### src/rtl/instruction_fetch_unit.sv
// ----------------------------------------------------------------------------
// instruction_fetch_unit
// Requester side of the instruction memory. Owns the PC, presents it as the
// byte address to a zero-latency instruction memory, and buffers fetched
// {pc, instruction} pairs in a small FIFO that decode drains over valid/ready.
// A redirect flushes the buffer and reloads the PC; a halt word stops fetching
// until the next redirect or reset.
//
// Ports:
//   clk, rst_n          clock (rising edge) and async active-low reset
//   instructionAddress  byte address to instruction memory (= pc register)
//   instruction         memory read data for instructionAddress, same cycle
//   redirectValid       flush buffer and load redirectTarget this cycle
//   redirectTarget      new pc, bits [1:0] ignored
//   fetchValid          head entry valid for decode
//   fetchReady          decode accepts the head entry
//   fetchInstruction    head entry instruction (0 when empty)
//   fetchPC             head entry pc (0 when empty)
//   halted              1 while fetching is stopped on a halt word
// ----------------------------------------------------------------------------
module instruction_fetch_unit #(
    parameter logic [31:0] RESET_PC   = 32'h0000_0000,
    parameter int unsigned FIFO_DEPTH = 2,
    parameter logic [31:0] HALT_WORD  = 32'hFFFF_FFFF
) (
    input  logic        clk,
    input  logic        rst_n,
    output logic [31:0] instructionAddress,
    input  logic [31:0] instruction,
    input  logic        redirectValid,
    input  logic [31:0] redirectTarget,
    output logic        fetchValid,
    input  logic        fetchReady,
    output logic [31:0] fetchInstruction,
    output logic [31:0] fetchPC,
    output logic        halted
);

    localparam int unsigned PTR_W = (FIFO_DEPTH > 1) ? $clog2(FIFO_DEPTH) : 1;
    localparam int unsigned CNT_W = PTR_W + 1;

    typedef enum logic {
        ST_RUN  = 1'b0,
        ST_HALT = 1'b1
    } state_t;

    state_t             r_state;
    logic [31:0]        r_pc;
    logic [31:0]        r_fifo_pc    [FIFO_DEPTH];
    logic [31:0]        r_fifo_instr [FIFO_DEPTH];
    logic [PTR_W-1:0]   r_wr_ptr;
    logic [PTR_W-1:0]   r_rd_ptr;
    logic [CNT_W-1:0]   r_count;

    logic w_empty;
    logic w_full;
    logic w_pop;
    logic w_is_halt;
    logic w_run_ok;
    logic w_push;
    logic w_halt_go;

    assign w_empty   = (r_count == '0);
    assign w_full    = (r_count == CNT_W'(FIFO_DEPTH));
    assign w_is_halt = (instruction == HALT_WORD);

    // A redirect masks the handshake so nothing is consumed in a flush cycle.
    assign fetchValid = !w_empty && !redirectValid;
    assign w_pop      = fetchValid && fetchReady;

    // Push may reuse the slot freed by a same-cycle pop when full.
    assign w_run_ok  = (r_state == ST_RUN) && !redirectValid;
    assign w_push    = w_run_ok && (!w_full || w_pop) && !w_is_halt;
    assign w_halt_go = w_run_ok && w_is_halt;

    assign instructionAddress = r_pc;
    assign fetchPC            = w_empty ? 32'h0 : r_fifo_pc[r_rd_ptr];
    assign fetchInstruction   = w_empty ? 32'h0 : r_fifo_instr[r_rd_ptr];
    assign halted             = (r_state == ST_HALT);

    // PC, control state and fetch buffer.
    always_ff @(posedge clk or negedge rst_n) begin
        if (!rst_n) begin
            r_state  <= ST_RUN;
            r_pc     <= RESET_PC;
            r_wr_ptr <= '0;
            r_rd_ptr <= '0;
            r_count  <= '0;
            for (int i = 0; i < int'(FIFO_DEPTH); i++) begin
                r_fifo_pc[i]    <= 32'h0;
                r_fifo_instr[i] <= 32'h0;
            end
        end else if (redirectValid) begin
            r_state  <= ST_RUN;
            r_pc     <= {redirectTarget[31:2], 2'b00};
            r_wr_ptr <= '0;
            r_rd_ptr <= '0;
            r_count  <= '0;
        end else begin
            if (w_push) begin
                r_fifo_pc[r_wr_ptr]    <= r_pc;
                r_fifo_instr[r_wr_ptr] <= instruction;
                r_wr_ptr               <= r_wr_ptr + PTR_W'(1);
                r_pc                   <= r_pc + 32'd4;
            end
            if (w_pop) begin
                r_rd_ptr <= r_rd_ptr + PTR_W'(1);
            end
            case ({w_push, w_pop})
                2'b10:   r_count <= r_count + CNT_W'(1);
                2'b01:   r_count <= r_count - CNT_W'(1);
                default: r_count <= r_count;
            endcase
            if (w_halt_go) begin
                r_state <= ST_HALT;
            end
        end
    end

endmodule
### config.mk
export PLATFORM = sky130hd
export DESIGN_NAME = instruction_fetch_unit
export DESIGN_NICKNAME = d
export VERILOG_FILES = /design/src/rtl/instruction_fetch_unit.sv
export SDC_FILE = /design/constraint.sdc
export NUM_CORES = 1
export LEC_CHECK = 0
export CAP_MARGIN = 20
export CORE_MARGIN = 2
export CORE_UTILIZATION = 55
export DETAILED_ROUTE_END_ITERATION = 8
export PLACE_DENSITY_LB_ADDON = 0.08
export SYNTH_ARGS = -nofsm -noshare
export SYNTH_HDL_FRONTEND = slang
export SYNTH_SLANG_ARGS = --single-unit
export TNS_END_PERCENT = 30
### constraint.sdc
create_clock -name clk -period 6.5 [get_ports clk]
set_clock_uncertainty 0.1 [all_clocks]
set_input_delay 1.95 -clock clk [delete_from_list [all_inputs] [get_ports clk]]
set_output_delay 1.95 -clock clk [all_outputs]
set_load 0.005 [all_outputs]
# Yosys cells after proc, flatten, opt, wreduce, memory -nomap -nowiden
# Index checks and enable logic that the tools add are counted.
# classes
add_sub_neg,5
mul,0
div_mod_pow,0
magnitude_cmp,3
n_eq_ne,4
shifts,0
mux,22
n_bitwise,4
n_reduce_logical,18
# op_table
cell,n
2-to-1 mux 32 bit,11
bitwise mux 64 bit,2
adder 32 x 3 -> 32 bit (second input constant),1
demux 32 bit (select 1 bit),1
== test 32 bit (second input constant),1
logical AND 1 bit,7
2-to-1 mux 1 bit,6
nonzero test 2 bit,3
== test 2 bit (second input constant),2
>= comparator 2 bit (second input constant),2
logical NOT 1 bit,4
NOT 1 -> 2 bit,2
one-hot mux 2 bit (2 select lines),1
nonzero test 3 bit,1
adder 1 bit (second input constant),2
adder 2 x 1 -> 2 bit (second input constant),1
== test 2 x 1 -> 1 bit (second input constant),1
logical NOT 2 bit,1
< comparator 2 x 1 -> 1 bit (second input constant),1
2-to-1 mux 2 bit,1
NOT 1 bit,2
AND reduction 2 bit,1
subtractor 2 x 1 -> 2 bit (second input constant),1
logical OR 1 bit,1
# totals
reg_bits,165
latch_bits,0
ram_bits,0
romBits,0
in_bits,68
word_cells,65
mem_count,0

# Longest topological paths before layout
# Gate-level depths: netlist (run 1).
# depth
depth_word,10
mapped_depth,8
mapped_depth_nobuf,6

# Worst setup path before layout (run 1)
# Ideal clock, no wire load.
# synth_timing
kind,input -> output
startpoint,input redirectValid
endpoint,output fetchValid
arrival_time_ns,2.871
required_time_ns,4.450
setup_slack_ns,1.579
stages,4
n_path_buf,3
cell_sequence,clkbuf_1 -> clkbuf_1 -> clkbuf_1 -> nor2_1
# synth_between
elab_chain_cells,2
# synth_lines
element,line_no,rtl
start: declaration,30,"input logic redirectValid,"
logical NOT 1 bit,68,assign fetchValid = !w_empty && !redirectValid;
logical AND 1 bit,68,
end: declaration,32,"output logic fetchValid,"
# Every way passes these cells.

# Worst setup path in the final report (run 1)
# Same ends and word-level chain as after synthesis.

==> results.md, run 1 <==
- Pwr dens: 304.2 nW/µm²
- Int Power: 2.234 mW
- CP required: 4.45 ns
- Switching Share: 0.2686
- Antenna Cells: 0
- Die width: 122.9 µm
- Vias in the first global route: 5963
- Synthesis-stage register bit count: 159
- Commonest cells after routing, fill and taps aside: 158 x dfrtp_1, 158 x clkdlybuf4s50_1, 81 x nor2_1
- Period utilisation layout: 0.7788
- Initial antenna violation count: 0
- Endpoints failing setup: 0
- Synth Warn #: 0
- Worst-Skew Late Latency: 0.42 ns
- TritonCTS Buffers: 17
- Post-DP HPWL: 12000 µm
- I/O pin count: 166
- Grt ovf: 0
- Switching pwr: 820.7 µW
- Leak pwr: 3.932 nW
- Worst-path clk slew: 0.06 ns
- Reg power frac: 0.444
- Post-synth EDFFs: 0
- Post-Syn Area per Cell: 11.64 µm²
- Slew HR: 0.3619
- CP startpoint kind: input port
- Max-cap viol count: 0
- Drc violations: 0
- Placed cells: 966
- Worst reg2reg setup slack: 3.12 ns
- Clock network power share: 0.323
- Pin count of the biggest net entering global routing: 105
- Row Count: 43
- Final hold violation count: 0
- Total number of vias: 5773
- FFs w/ async S/R, synth: 1.000
- IO buf count: 159
- DR pass1 iterations: 4
- Post-cts repair resize count: 0
- CTS tree: built
- Hold-fix buffers, CTS: 0
- Worst vdd ir: 196.2 µV
- Cell count after synthesis: 668
- Initial core utilization: 0.5626
- Setup WS pre-CTS: 1.265 ns
- Top delay family on crit path: buffers and inverters
- Post-synth top area cell: dfrtp_1
- Post-synth top area share: 0.5115
- Final Non-Filler Cells: 999
- Via density: 5.779
- First-pass GRT wire length: 30310 µm
- Die Footprint: 15110 µm²
- Worst Path Arrival: 3.01 ns
- Final slew viol count: 0
- Post-Route WL: 18750 µm
- Max clock buf depth: 2
- Setup repair bufs after CTS: 0
- Area growth from synthesis to layout: 29.11%
- Setup tns final: 0 ns
- Distinct cells, synth: 46
- Most frequent cell on the critical path: clkdlybuf4s50_1
- Status: finished, final reports clean
- Design area: 10040 µm²
- Mapped Area: 7779 µm²
- Final worst slack: 1.438 ns
- Max incr delay on CP: 0.51 ns
- Worst hold path class: reg2reg
- Post-synthesis sequential area ratio: 0.5115
- Kind of critical path: in2out
- Fin nets: 875
- Num Clock Sinks: 159
- Buf/Inv on CP: 2
- Die height: 122.9 µm
- Final hold slack: 0.3833 ns
- Core ar.: 13830 µm²
- CTS root buf: clkbuf_16
- Fraction of layout cells with a size suffix above 1: 0.1331
- Slew @ Worst Pin: 0.9571 ns
- Total GRT Usage: 0.2603
- WL/cell: 18.77 µm
- H-Tree Depth: 4
- Synth Flop Type: dfrtp_1
- Min Tclk post-route: 5.062 ns
- DR iter-0 viols: 323
- Gate power share: 0.232
- Largest cells by area after synthesis: dfrtp_1 51%, mux2_1 9.0%, mux2_2 9.0%, mux2i_1 8.4%, nor2_1 4.0%
- Crit-path slowest cell: clkdlybuf4s50_1
- DRT antenna net count: 0
- CP cell instances: clkdlybuf4s50_1, nor2_1, clkdlybuf4s50_1
- Placed Area: 9422 µm²
- Crit. End Element: output pin
- Critical path peak fanout: 2
- Unrepaired setup endpoints after global routing: no
- Fmax: 197.5 MHz
- GPL Wtd Cong: 0.7935
==> cell usage after synthesis (all sizes together), types with 4 or more instances <==
master	number
a211oi	10
o31ai	4
and4	8
nand4	14
mux2	124
clkbuf	24
o21ai	26
mux2i	65
nand2	30
a31oi	12
nor2b	5
xnor2	13
nand3	18
or3	6
a2111oi	5
or4	4
dfrtp	159
buf	26
nor2	82
nor4	6
==> state kept, by name, summed over array words and instances (netlist names) <==
| name | cells |
|---|---|
| halted | 1 |
| instructionAddress | 30 |
| r_count | 2 |
| r_fifo_instr | 64 |
| r_fifo_pc | 60 |
| r_rd_ptr | 1 |
| r_wr_ptr | 1 |
==> power groups by stage <==
stage	clock network, mW	registers [mW]	logic, mW
finish	0.988	1.36	0.710
global route	1.06	1.38	0.781
CTS	1.00	1.37	0.701
detailed placement	0	1.39	0.695
global placement	0	1.36	0.674
floorplan	0	1.31	0.408
==> final timing paths <==
check,from,endpoint,cells after the start
min,r_fifo_pc[6]$_DFFE_PN0P_,r_fifo_pc[6]$_DFFE_PN0P_,1
min in group asynchronous,rst_n,r_fifo_pc[40]$_DFFE_PN0P_,1
min reg2reg,r_fifo_pc[6]$_DFFE_PN0P_,r_fifo_pc[6]$_DFFE_PN0P_,1
max reg2reg,r_count[1]$_DFFE_PN0P_,r_fifo_instr[35]$_DFFE_PN0P_,7
max,redirectValid,fetchValid,3
max in group asynchronous,rst_n,instructionAddress[4]$_DFFE_PN0P_,2
==> area by class of cell <==
cell class                 count  area, µm²
sequential                   159       3983
fill                         973       3784
multi-input combinational    460       3556
timing repair buffer         166       1678
clock buffer                  22      484.2
tap                          180      225.2
clock inverter                10      110.1
inverter                       2      7.507
==> through the flow <==
| step | total power, mW | utilization |
|---|---|---|
| after floorplan | 1.720 | - |
| after global placement | 2.038 | 0.6814 |
| after detailed placement | 2.081 | 0.6814 |
| after CTS | 3.076 | 0.7244 |
| after global routing | 3.222 | 0.7264 |
| final | 3.055 | 0.7264 |
==> routing by layer <==
| metal | vias to the layer above | routed length [µm] | global-route usage |
|---|---|---|---|
| met2 | 158 | 9139 | 0.4140 |
| met3 | 28 | 888 | 0.04797 |
| met1 | 2914 | 8392 | 0.3579 |
| li1 | 2673 | - | - |
| met5 | - | 0 | 0 |
| met4 | 0 | 329 | 0.09698 |
==> cells by family after synthesis <==
family | Yosys count | share of synthesized area
compound gates | 68 | 0.05581
buf+inv | 52 | 0.03523
other cells | 1 | 0.0004821
flops | 159 | 0.5115
xor+xnor | 14 | 0.01576
fa+ha+maj | 1 | 0.001608
mux | 189 | 0.2631
simple gates | 184 | 0.1165
Note: power is estimated with default switching activity, not from simulation.
==> run 2, diff against run 1 <==
Settings changed: CORE_UTILIZATION 55 to 46.
Clock period 6.5 ns to 4.46 ns, I/O delays scaled along.
==> run 2 against run 1 <==
  * Die area increased by 19%
  * Cell area grew 1.5%
  * Setup slack got worse by 1.1 ns
  * Sequential share of layout area decreased by 0.59 points
  * Largest power group unchanged
  * Largest cell class unchanged
  * Non-clock buffer count is 9 higher
  * Critical path type unchanged
==> results.md, run 2 (synthesis results as in run 1) <==
- Die height: 134.0 µm
- Worst-path clk slew: 0.06 ns
- Largest register FFs: 64
- Vias in the first global route: 6032
- Min Tclk post-route: 4.082 ns
- Crit-path slowest cell: clkdlybuf4s50_1
- DRT antenna net count: 0
- Fmax: 245.0 MHz
- Pin count of the biggest net entering global routing: 69
- Drc violations: 0
- Period utilisation layout: 0.9153
- Worst reg2reg setup slack: 1.80 ns
- Worst-Skew Late Latency: 0.42 ns
- Max clock buf depth: 2
- WL met3: 1091 µm
- Worst vdd ir: 266.6 µV
- Worst R2R Start: r_count[1]$_DFFE_PN0P_
- Endpoints failing setup: 0
- Most frequent cell on the critical path: clkdlybuf4s50_1
- Initial core utilization: 0.4691
- Worst Path Arrival: 2.64 ns
- Most flops, register: r_fifo_instr
- Core ar.: 16580 µm²
- Setup repair bufs after CTS: 0
- Critical path depth in cells: 3
- Slew HR: 0.6108
- Kind of critical path: in2out
- Total GRT Usage: 0.2239
- Total number of vias: 5807
- FF-to-FF path depth: 6
- Status: finished, final reports clean
- Pwr dens: 438.6 nW/µm²
- Fin nets: 884
- Worst reg2reg endpoint: r_fifo_pc[21]$_DFFE_PN0P_
- Num Clock Sinks: 159
- Antenna Cells: 0
- Post-Route WL: 19180 µm
- H-Tree Depth: 4
- Setup tns final: 0 ns
- TritonCTS Buffers: 17
- CP startpoint kind: input port
- CP required: 3.02 ns
- GPL Wtd Cong: 0.7898
- Grt ovf: 0
- Initial antenna violation count: 0
- Launch point of the worst path: redirectValid
- Leak pwr: 3.993 nW
- Post-DP HPWL: 13140 µm
- Final hold violation count: 0
- DR iter-0 viols: 355
- Routed length on met2: 9140 µm
- CP cell instances: clkdlybuf4s50_1, nor2_1, clkdlybuf4s50_1
- CTS tree: built
- Worst hold path class: reg2reg
- Post-cts repair resize count: 0
- Fraction of layout cells with a size suffix above 1: 0.1391
- Die width: 134.0 µm
- M1 WL: 8689 µm
- IO buf count: 159
- Hold-fix buffers, CTS: 0
- Max incr delay on CP: 0.57 ns
- Pwr Total: 4.472 mW
- Critical path peak fanout: 2
- Die Footprint: 17970 µm²
- Area growth from synthesis to layout: 31.06%
- Via density: 5.546
- Top delay family on crit path: buffers and inverters
- CTS root buf: clkbuf_16
- Crit. End Element: output pin
- Max layer used: met4
- WL/cell: 18.31 µm
- First-pass GRT wire length: 31620 µm
- Setup crit end: fetchValid
- Unrepaired setup endpoints after global routing: no
- Max-cap viol count: 0
- Row Count: 47
- Slew @ Worst Pin: 0.5691 ns
- Commonest cells after routing, fill and taps aside: 158 x dfrtp_1, 158 x clkdlybuf4s50_1, 81 x nor2_1
- Final slew viol count: 0
- I/O pin count: 166
- Buf/Inv on CP: 2
- DR pass1 iterations: 4
-- run 2: worst min-delay path by stage --
stage	start	end	slack (ns)	cells after the start
final	r_fifo_pc[6]$_DFFE_PN0P_	r_fifo_pc[6]$_DFFE_PN0P_	0.38	1
after global routing	r_fifo_pc[15]$_DFFE_PN0P_	r_fifo_pc[15]$_DFFE_PN0P_	0.40	1
after CTS	r_fifo_pc[12]$_DFFE_PN0P_	r_fifo_pc[12]$_DFFE_PN0P_	0.39	1
after detailed placement	r_fifo_pc[12]$_DFFE_PN0P_	r_fifo_pc[12]$_DFFE_PN0P_	0.38	1
after global placement	r_fifo_pc[53]$_DFFE_PN0P_	r_fifo_pc[53]$_DFFE_PN0P_	0.37	1
after floorplan	r_fifo_instr[44]$_DFFE_PN0P_	r_fifo_instr[44]$_DFFE_PN0P_	0.36	1
-- run 2: area by class of cell --
cell class	count	area, µm²
well taps	220	275.3
multi-input cells	460	3565
repair buffers	175	1775
inverters	2	7.507
fillers	1364	6389
clock buffers	21	450.4
clock inverters	10	138.9
flip-flops and latches	159	3983
-- run 2: stage by stage --
step           utilization  setup WS [ns]  cells  area [µm²]  hold slack, ns
3_3_place_gp        0.5792         0.4027   1016        9605          0.3656
4_1_cts             0.6148         0.3935   1047       10190          0.3888
6_report            0.6148         0.3778   1047       10190          0.3832
3_5_place_dp        0.5792         0.4091   1016        9605          0.3758
5_1_grt             0.6148         0.3836   1047       10190          0.3955
2_1_floorplan            -         0.7632    671        7790          0.3574
-- run 2: where the power goes --
part           switching [mW]  total, mW  internal, mW
combinational           0.421       1.05         0.634
clock                   0.563       1.45         0.890
sequential              0.210       1.96          1.75
total                    1.19       4.47          3.28
-- run 2: layer usage --
metal	vias to the layer above	GRT usage
met1	2938	0.3106
li1	2679	-
met5	-	0
met2	167	0.3553
met4	0	0.05965
met3	23	0.05442
